[src/rtl/up_bus_combiner.sv]
// Up-bus response combiner and status aggregator.
// Merges the write/read acks and read data of NUM_SLAVES register slaves into
// one registered response towards up_axi, tracks the outstanding transaction,
// synthesizes an ack when no slave answers within TIMEOUT_CYCLES, flags
// protocol errors, and ORs enabled per-channel status into core-level bits.
//
// Handshake: up_wreq/up_rreq are single-cycle request pulses; at most one
// transaction is outstanding. A slave answers with a single-cycle ack of the
// matching type (read data valid only while its rack is high). The combined
// ack/data appear on the outputs exactly one up_clk after the slave ack.
module up_bus_combiner #(
   parameter int          NUM_SLAVES     = 3,
   parameter int          NUM_CHANNELS   = 1,
   parameter int unsigned TIMEOUT_CYCLES = 32,
   parameter logic [31:0] TIMEOUT_RDATA  = 32'hDEAD_DEAD
) (
   input  logic                       up_clk,
   input  logic                       up_rstn,
   input  logic                       up_wreq,
   input  logic                       up_rreq,
   input  logic [NUM_SLAVES-1:0]      up_wack_in,
   input  logic [NUM_SLAVES-1:0]      up_rack_in,
   input  logic [32*NUM_SLAVES-1:0]   up_rdata_in,
   output logic                       up_wack,
   output logic                       up_rack,
   output logic [31:0]                up_rdata,
   input  logic [NUM_CHANNELS-1:0]    up_ch_pn_err,
   input  logic [NUM_CHANNELS-1:0]    up_ch_pn_oos,
   input  logic [NUM_CHANNELS-1:0]    up_ch_or,
   input  logic [NUM_CHANNELS-1:0]    up_ch_enable,
   output logic                       up_status_pn_err,
   output logic                       up_status_pn_oos,
   output logic                       up_status_or,
   output logic                       up_busy,
   output logic [15:0]                up_timeout_count,
   output logic                       up_proto_err,
   input  logic                       up_proto_err_clr
);

   typedef enum logic [1:0] {
      ST_IDLE    = 2'd0,
      ST_WR_WAIT = 2'd1,
      ST_RD_WAIT = 2'd2
   } state_t;

   // Wait counter value on the last cycle a slave may still answer.
   localparam logic [31:0] LP_TO_LAST = TIMEOUT_CYCLES - 32'd1;
   localparam logic        LP_TO_EN   = (TIMEOUT_CYCLES != 0);

   state_t      r_state;
   state_t      w_state_nxt;
   logic [31:0] r_wait_cnt;
   logic [31:0] w_wait_cnt_nxt;

   logic        r_wack;
   logic        r_rack;
   logic [31:0] r_rdata;
   logic [15:0] r_timeout_count;
   logic        r_proto_err;
   logic        r_status_pn_err;
   logic        r_status_pn_oos;
   logic        r_status_or;

   logic        w_any_wack;
   logic        w_any_rack;
   logic        w_multi_ack;
   logic [31:0] w_rdata_or;
   logic        w_wack_nxt;
   logic        w_rack_nxt;
   logic [31:0] w_rdata_nxt;
   logic        w_timeout;
   logic        w_drop_ack;
   logic        w_req_busy;
   logic        w_proto_set;

   assign w_any_wack  = |up_wack_in;
   assign w_any_rack  = |up_rack_in;
   assign w_multi_ack = !$onehot0(up_wack_in) || !$onehot0(up_rack_in);

   // OR of the read data of every slave currently asserting its rack.
   always_comb begin
      w_rdata_or = '0;
      for (int i = 0; i < NUM_SLAVES; i++) begin
         if (up_rack_in[i]) begin
            w_rdata_or = w_rdata_or | up_rdata_in[32*i +: 32];
         end
      end
   end

   // State register and wait counter.
   always_ff @(posedge up_clk or negedge up_rstn) begin
      if (!up_rstn) begin
         r_state    <= ST_IDLE;
         r_wait_cnt <= '0;
      end else begin
         r_state    <= w_state_nxt;
         r_wait_cnt <= w_wait_cnt_nxt;
      end
   end

   // Next state, response selection, timeout and ack-filtering decisions.
   always_comb begin
      w_state_nxt    = r_state;
      w_wait_cnt_nxt = '0;
      w_wack_nxt     = 1'b0;
      w_rack_nxt     = 1'b0;
      w_rdata_nxt    = '0;
      w_timeout      = 1'b0;
      w_drop_ack     = 1'b0;
      w_req_busy     = 1'b0;
      case (r_state)
         ST_IDLE: begin
            if (up_rreq) begin
               // Read wins over a simultaneous write; any wack is unmatched.
               w_drop_ack = w_any_wack;
               if (w_any_rack) begin
                  w_rack_nxt  = 1'b1;
                  w_rdata_nxt = w_rdata_or;
               end else begin
                  w_state_nxt = ST_RD_WAIT;
               end
            end else if (up_wreq) begin
               w_drop_ack = w_any_rack;
               if (w_any_wack) begin
                  w_wack_nxt = 1'b1;
               end else begin
                  w_state_nxt = ST_WR_WAIT;
               end
            end else begin
               w_drop_ack = w_any_wack | w_any_rack;
            end
         end
         ST_WR_WAIT: begin
            w_req_busy = up_wreq | up_rreq;
            w_drop_ack = w_any_rack;
            if (w_any_wack) begin
               w_wack_nxt  = 1'b1;
               w_state_nxt = ST_IDLE;
            end else if (LP_TO_EN && (r_wait_cnt == LP_TO_LAST)) begin
               w_wack_nxt  = 1'b1;
               w_timeout   = 1'b1;
               w_state_nxt = ST_IDLE;
            end else begin
               w_wait_cnt_nxt = r_wait_cnt + 32'd1;
            end
         end
         ST_RD_WAIT: begin
            w_req_busy = up_wreq | up_rreq;
            w_drop_ack = w_any_wack;
            if (w_any_rack) begin
               w_rack_nxt  = 1'b1;
               w_rdata_nxt = w_rdata_or;
               w_state_nxt = ST_IDLE;
            end else if (LP_TO_EN && (r_wait_cnt == LP_TO_LAST)) begin
               w_rack_nxt  = 1'b1;
               w_rdata_nxt = TIMEOUT_RDATA;
               w_timeout   = 1'b1;
               w_state_nxt = ST_IDLE;
            end else begin
               w_wait_cnt_nxt = r_wait_cnt + 32'd1;
            end
         end
         default: begin
            w_state_nxt = ST_IDLE;
         end
      endcase
   end

   assign w_proto_set = w_multi_ack | (up_wreq & up_rreq) | w_req_busy | w_drop_ack;

   // Registered response, saturating timeout count and sticky protocol error.
   always_ff @(posedge up_clk or negedge up_rstn) begin
      if (!up_rstn) begin
         r_wack          <= 1'b0;
         r_rack          <= 1'b0;
         r_rdata         <= '0;
         r_timeout_count <= '0;
         r_proto_err     <= 1'b0;
      end else begin
         r_wack  <= w_wack_nxt;
         r_rack  <= w_rack_nxt;
         r_rdata <= w_rdata_nxt;
         if (w_timeout && (r_timeout_count != 16'hFFFF)) begin
            r_timeout_count <= r_timeout_count + 16'd1;
         end
         if (w_proto_set) begin
            r_proto_err <= 1'b1;
         end else if (up_proto_err_clr) begin
            r_proto_err <= 1'b0;
         end
      end
   end

   // Enabled per-channel status ORed into core-level bits, not latched.
   always_ff @(posedge up_clk or negedge up_rstn) begin
      if (!up_rstn) begin
         r_status_pn_err <= 1'b0;
         r_status_pn_oos <= 1'b0;
         r_status_or     <= 1'b0;
      end else begin
         r_status_pn_err <= |(up_ch_pn_err & up_ch_enable);
         r_status_pn_oos <= |(up_ch_pn_oos & up_ch_enable);
         r_status_or     <= |(up_ch_or & up_ch_enable);
      end
   end

   assign up_wack          = r_wack;
   assign up_rack          = r_rack;
   assign up_rdata         = r_rdata;
   assign up_timeout_count = r_timeout_count;
   assign up_proto_err     = r_proto_err;
   assign up_status_pn_err = r_status_pn_err;
   assign up_status_pn_oos = r_status_pn_oos;
   assign up_status_or     = r_status_or;
   assign up_busy          = (r_state != ST_IDLE);

endmodule
[config.mk]
export PLATFORM = sky130hd
export DESIGN_NAME = up_bus_combiner
export DESIGN_NICKNAME = d
export VERILOG_FILES = /design/src/rtl/up_bus_combiner.sv
export SDC_FILE = /design/constraint.sdc
export NUM_CORES = 1
export LEC_CHECK = 0
export CELL_PAD_IN_SITES_DETAIL_PLACEMENT = 0
export CELL_PAD_IN_SITES_GLOBAL_PLACEMENT = 1
export CORE_MARGIN = 2
export CORE_UTILIZATION = 36
export CTS_BUF_LIST = sky130_fd_sc_hd__clkbuf_8
export CTS_CLUSTER_SIZE = 10
export DETAILED_ROUTE_END_ITERATION = 7
export GPL_ROUTABILITY_DRIVEN = 0
export GPL_TIMING_DRIVEN = 0
export HOLD_SLACK_MARGIN = 0.08
export PLACE_DENSITY = 0.83
export REMOVE_ABC_BUFFERS = 1
export SYNTH_ARGS = -nofsm -noshare
export SYNTH_HDL_FRONTEND = slang
export SYNTH_SLANG_ARGS = --single-unit
[constraint.sdc]
create_clock -name up_clk -period 7.3 [get_ports up_clk]
set_clock_uncertainty 0.2 [all_clocks]
set_input_delay 2.19 -clock up_clk [delete_from_list [all_inputs] [get_ports up_clk]]
set_output_delay 2.19 -clock up_clk [all_outputs]
set_load 0.01 [all_outputs]
# [Yosys cells after proc, flatten, opt, wreduce, memory -nomap -nowiden]
# Cells that the tools add are included.
# Widths: inputs -> output; s select.
[op_classes] addsub=6 order_cmp=2 n_eq_ne=7 n_mux=39 bitwise_logic=11 reduce_logical=11
[ops] operator="$mux 32" count=10
[ops] operator="$pmux 32 s2" count=2
[ops] operator="$or 32x32->32" count=2
[ops] operator="$add 32x1->32 const B" count=1
[ops] operator="$eq 32x5->1 const B" count=1
[ops] operator="$add 16x1->16 const B" count=1
[ops] operator="$ne 16x16->1 const B" count=1
[ops] operator="$mux 1" count=15
[ops] operator="$mux 2" count=7
[ops] operator="$ne 3x3->1 const B" count=3
[ops] operator="$pmux 1 s2" count=3
[ops] operator="$pmux 2 s3" count=1
[ops] operator="$reduce_or 3->1" count=2
[ops] operator="$or 1x1->1" count=5
[ops] operator="$add 1x1->2" count=2
[ops] operator="$add 2x1->2" count=2
[ops] operator="$and 1x1->1" count=4
[ops] operator="$le 2x1->1 const B" count=2
[ops] operator="$reduce_bool 2->1" count=2
[ops] operator="$pmux 1 s3" count=1
[ops] operator="$reduce_and 3->1" count=1
[ops] operator="$eq 2x1->1 const B" count=1
[ops] operator="$eq 2x2->1 const B" count=1
[ops] operator="$logic_not 1->1" count=2
[ops] operator="4 further kinds" count=4
[word_totals] reg_bits=88 output_inout_bits=55

# [Longest topological paths before layout]
[depth] depth_word=9 depth_mapped=8

# [Worst setup path after synthesis]
# Ideal clock, no wire load.
[synth_timing] path_type="input -> register" start="in up_rack_in[2]" end="reg r_timeout_count[1] (netlist: up_timeout_count[1])" t_arrival_ps=3626 path_slack_ps=3346 path_stages=6 path_buffers=1 cell_sequence="buf_2 > nor4b_4 > o21ai_2 > nor4_4 > nand2_2 > mux2_1"
[synth_via] elab_chain_len=4
[synth_rtl] item="start: declaration" line="22" text="input logic [NUM_SLAVES-1:0] up_rack_in,"
[synth_rtl] item="$reduce_or 3->1" line="77" text="assign w_any_rack = |up_rack_in;"
[synth_rtl] item="$mux 1" line="150" text="if (w_any_rack) begin"
[synth_rtl] item="$pmux 1 s2" line="111" text="case (r_state)"
[synth_rtl] item="$logic_and 1x1->1" line="183" text="if (w_timeout && (r_timeout_count != 16'hFFFF)) begin"
[synth_rtl] item="end signal: assignment" line="184" text="r_timeout_count <= r_timeout_count + 16'd1;"
[synth_rtl] item="end: declaration" line="58" text="logic [15:0] r_timeout_count;"
# Every way passes these cells.
# A chain may end at the register's enable or synchronous reset.

# [Final worst setup path]
# Same ends and word-level chain as after synthesis.

==> impl_metrics.csv <==
group,metric,value,unit
run_status,status,"finished, final reports clean",
synth,avgSynthCellArea,10.1,um^2
sta,finalSetupViolCount,0,
pwr,power,0.00137,W
floorplanning,num_io_pins,166,
critical_path,critPathCapture,"up_timeout_count[1]",
critical_path,crit_chain,"clkdlybuf4s50_1, nor4b_4, o21ai_2, nor4_4, nand2_2, mux2_1",
critical_path,crit_arrival,5300,ps
synth,synthFlopType,"dfrtp_1",
critical_path,startpoint_type,"primary input",
critical_path,r2r-start,"r_wait_cnt[6]",
clocking,hold_buffers,0,
detailed_routing,drc,0,
synth,yosysUniqueCellTypes,39,
sta,whs,285,ps
global_route,grt_pass1_wl,20.4,mm
sta,maxSlewHeadroom,6.66,%
finish,final_area,0.00629,mm^2
floorplanning,die_h,114,um
global_route,grt.overflow.total,0,
global_route,grt_max_degree,60,
worst_hold_path,hold_class,"flip-flop to flip-flop",
clocking,cts_inserted_buffers,9,
critical_path,timing.rr.end,"r_wait_cnt[15]",
sta,worst_slew_pin_slew,1400,ps
detailed_routing,wl_per_cell,17.7,um
floorplanning,rows,40,
finish,syn2layout_area_growth,45.3,%
floorplanning,core_area,0.0119,mm^2
clocking,tritoncts,"built",
synth,ys_ff_latch,88,
critical_path,max_stage_delay,1130,ps
clocking,htree_levels,3,
global_route,grt_pass1_vias,4041,
global_route,antenna_found_initial,1,
critical_path,slowest_stage,"clkdlybuf4s50_1",
detailed_routing,num_vias,4014,
critical_path,crit_path_max_fanout,35,
floorplanning,chipWidth,114,um
sta,max_freq,0.191,GHz
sta,timing.setup.tns,0,ps
floorplanning,initial_core_util,36.5,%
critical_path,critPathCaptureType,"flip-flop",
finish,mostFrequentLayoutCell,"clkdlybuf4s50_1",
finish,final_nets,697,
pwr,p_leak,2.46,nW
place,dp_hpwl,9.38,mm
pwr,peakVddDrop,0.130,mV
critical_path,rrSetupSlack,4360,ps
worst_hold_path,min_path_cells,1,
synth,ys_seq_area_share,50.9,%
detailed_routing,ant_nets,0,
job,maxCapViolations,0,
floorplanning,dieArea,0.0129,mm^2
synth,syn_inst,427,
clocking,post_cts_resized,0,
synth,synth_edf_count,0,
clocking,clock_latency,370,ps
finish,drive_above_1_share,4.29,%
detailed_routing,avgViaCountPerCell,5.49,
clocking,clockBufferDepth,2,
critical_path,worstSetupPathType,"primary input to flip-flop",
clocking,clkTransAtPathRegs,90,ps
critical_path,startpoint,"up_rack_in[2]",
critical_path,ff2ff_path_depth,5,
clocking,root_buffer,"clkbuf_8",
clocking,cts_sinks,88,
place,portBuffers,165,
global_route,track_usage,20.4,%
synth,synth_area,0.00433,mm^2
sta,finalHoldViolCount,0,
synth,ys_async_sr_fraction,100,%
sta,rsz0062_at_grt,"false",
synth,yosysWarnings,0,
finish,final_cell_mix,"163 x clkdlybuf4s50_1, 88 x dfrtp_1, 53 x nor2_1, 33 x xnor2_1, 32 x a222oi_1",
sta,period_needed,5240,ps
detailed_routing,drt_iter0_drc,314,
place,place_area,0.00610,mm^2
sta,period_share,71.8,%
pwr,p_per_area,217,mW/mm^2
detailed_routing,wl,13.0,mm
critical_path,worstPathRequired,7360,ps
clocking,post-cts-setup-buffers,0,
sta,final_max_slew_viol_count,0,
detailed_routing,drt_pass1_iterations,7,
==> through the flow <==
stage          std cells  utilization, %  setup slack [ps]
2_1_floorplan        400               -              3210
3_3_place_gp         712            51.0               542
3_5_place_dp         714            51.4              1640
4_1_cts              730            53.1              2050
5_1_grt              731            53.0              1820
6_report             731            53.0              2060
==> synth_stat cells, drive strengths merged (2+ instances only) <==
master | instances | area, um^2
a21oi | 8 | 40.0
a222oi | 32 | 320
a32o | 2 | 20.0
and2 | 6 | 37.5
and3 | 5 | 31.3
and4 | 9 | 78.8
buf | 7 | 41.3
clkbuf | 20 | 75.1
dfrtp | 88 | 2200
ha | 8 | 100
inv | 12 | 45.0
nand2 | 26 | 100
nand3 | 21 | 105
nand4 | 14 | 87.6
nor2 | 53 | 199
nor3 | 13 | 65.1
nor4 | 13 | 96.3
nor4b | 5 | 58.8
o21ai | 28 | 144
or2 | 2 | 12.5
or3 | 3 | 18.8
xnor2 | 33 | 289
xor2 | 9 | 78.8
==> area by class of cell <==
cell class              count  area [um^2]
clock buffers              12          165
inverters                  12         45.0
fillers                  1040         5570
multi-input cells         300         1970
clock inverters             4         27.5
diodes                      1         2.50
well taps                 147          184
repair buffers            167         1700
flip-flops and latches     88         2200
==> worst max-delay path: cells and delay by family <==
family                 cells  cell delay (ps)
AOI/OAI and AO/OA          1              150
buffers and inverters      1             1130
and+or+nand+nor            3             1480
muxes                      1              350
==> cells by family after synthesis <==
kind of cell / synth area share, %
and+or+nand+nor: 21.0
DFF: 50.9
AOI/OAI and AO/OA: 13.1
xor gates and xnor gates: 8.50
buffers and inverters: 3.73
adders and majority gates: 2.31
muxes: 0.491
==> state kept, by name (all words and copies together) (netlist names), 2 cells and up <==
register          cells
r_wait_cnt           32
up_rdata             32
r_state               2
up_timeout_count     16
==> worst min path at each step <==
stage,from,to
floorplan,r_wait_cnt[0],r_wait_cnt[0]
global placement,r_wait_cnt[0],r_wait_cnt[0]
detailed placement,r_wait_cnt[0],r_wait_cnt[0]
CTS,r_wait_cnt[0],r_wait_cnt[0]
global route,r_wait_cnt[0],r_wait_cnt[0]
finish,r_wait_cnt[0],r_wait_cnt[0]
==> layer usage <==
metal / vias to the layer above / GRT usage [%] / part of all wire [%]
li1: 1877 / - / -
met1: 1955 / 23.8 / 39
met2: 161 / 34.0 / 49
met3: 21 / 7.92 / 9.4
met4: 0 / 8.13 / 2.0
met5: - / 0 / 0
==> power by group <==
| group | internal, W | total [W] | leakage (nW) | switching, W |
|---|---|---|---|---|
| combinational | 0.000248 | 0.000450 | 1.18 | 0.000201 |
| clock | 0.000151 | 0.000329 | 0.0906 | 0.000178 |
| sequential | 0.000561 | 0.000588 | 1.18 | 0.0000269 |
| total | 0.000960 | 0.00137 | 2.46 | 0.000407 |
Note: power is estimated with default switching activity, not from simulation.
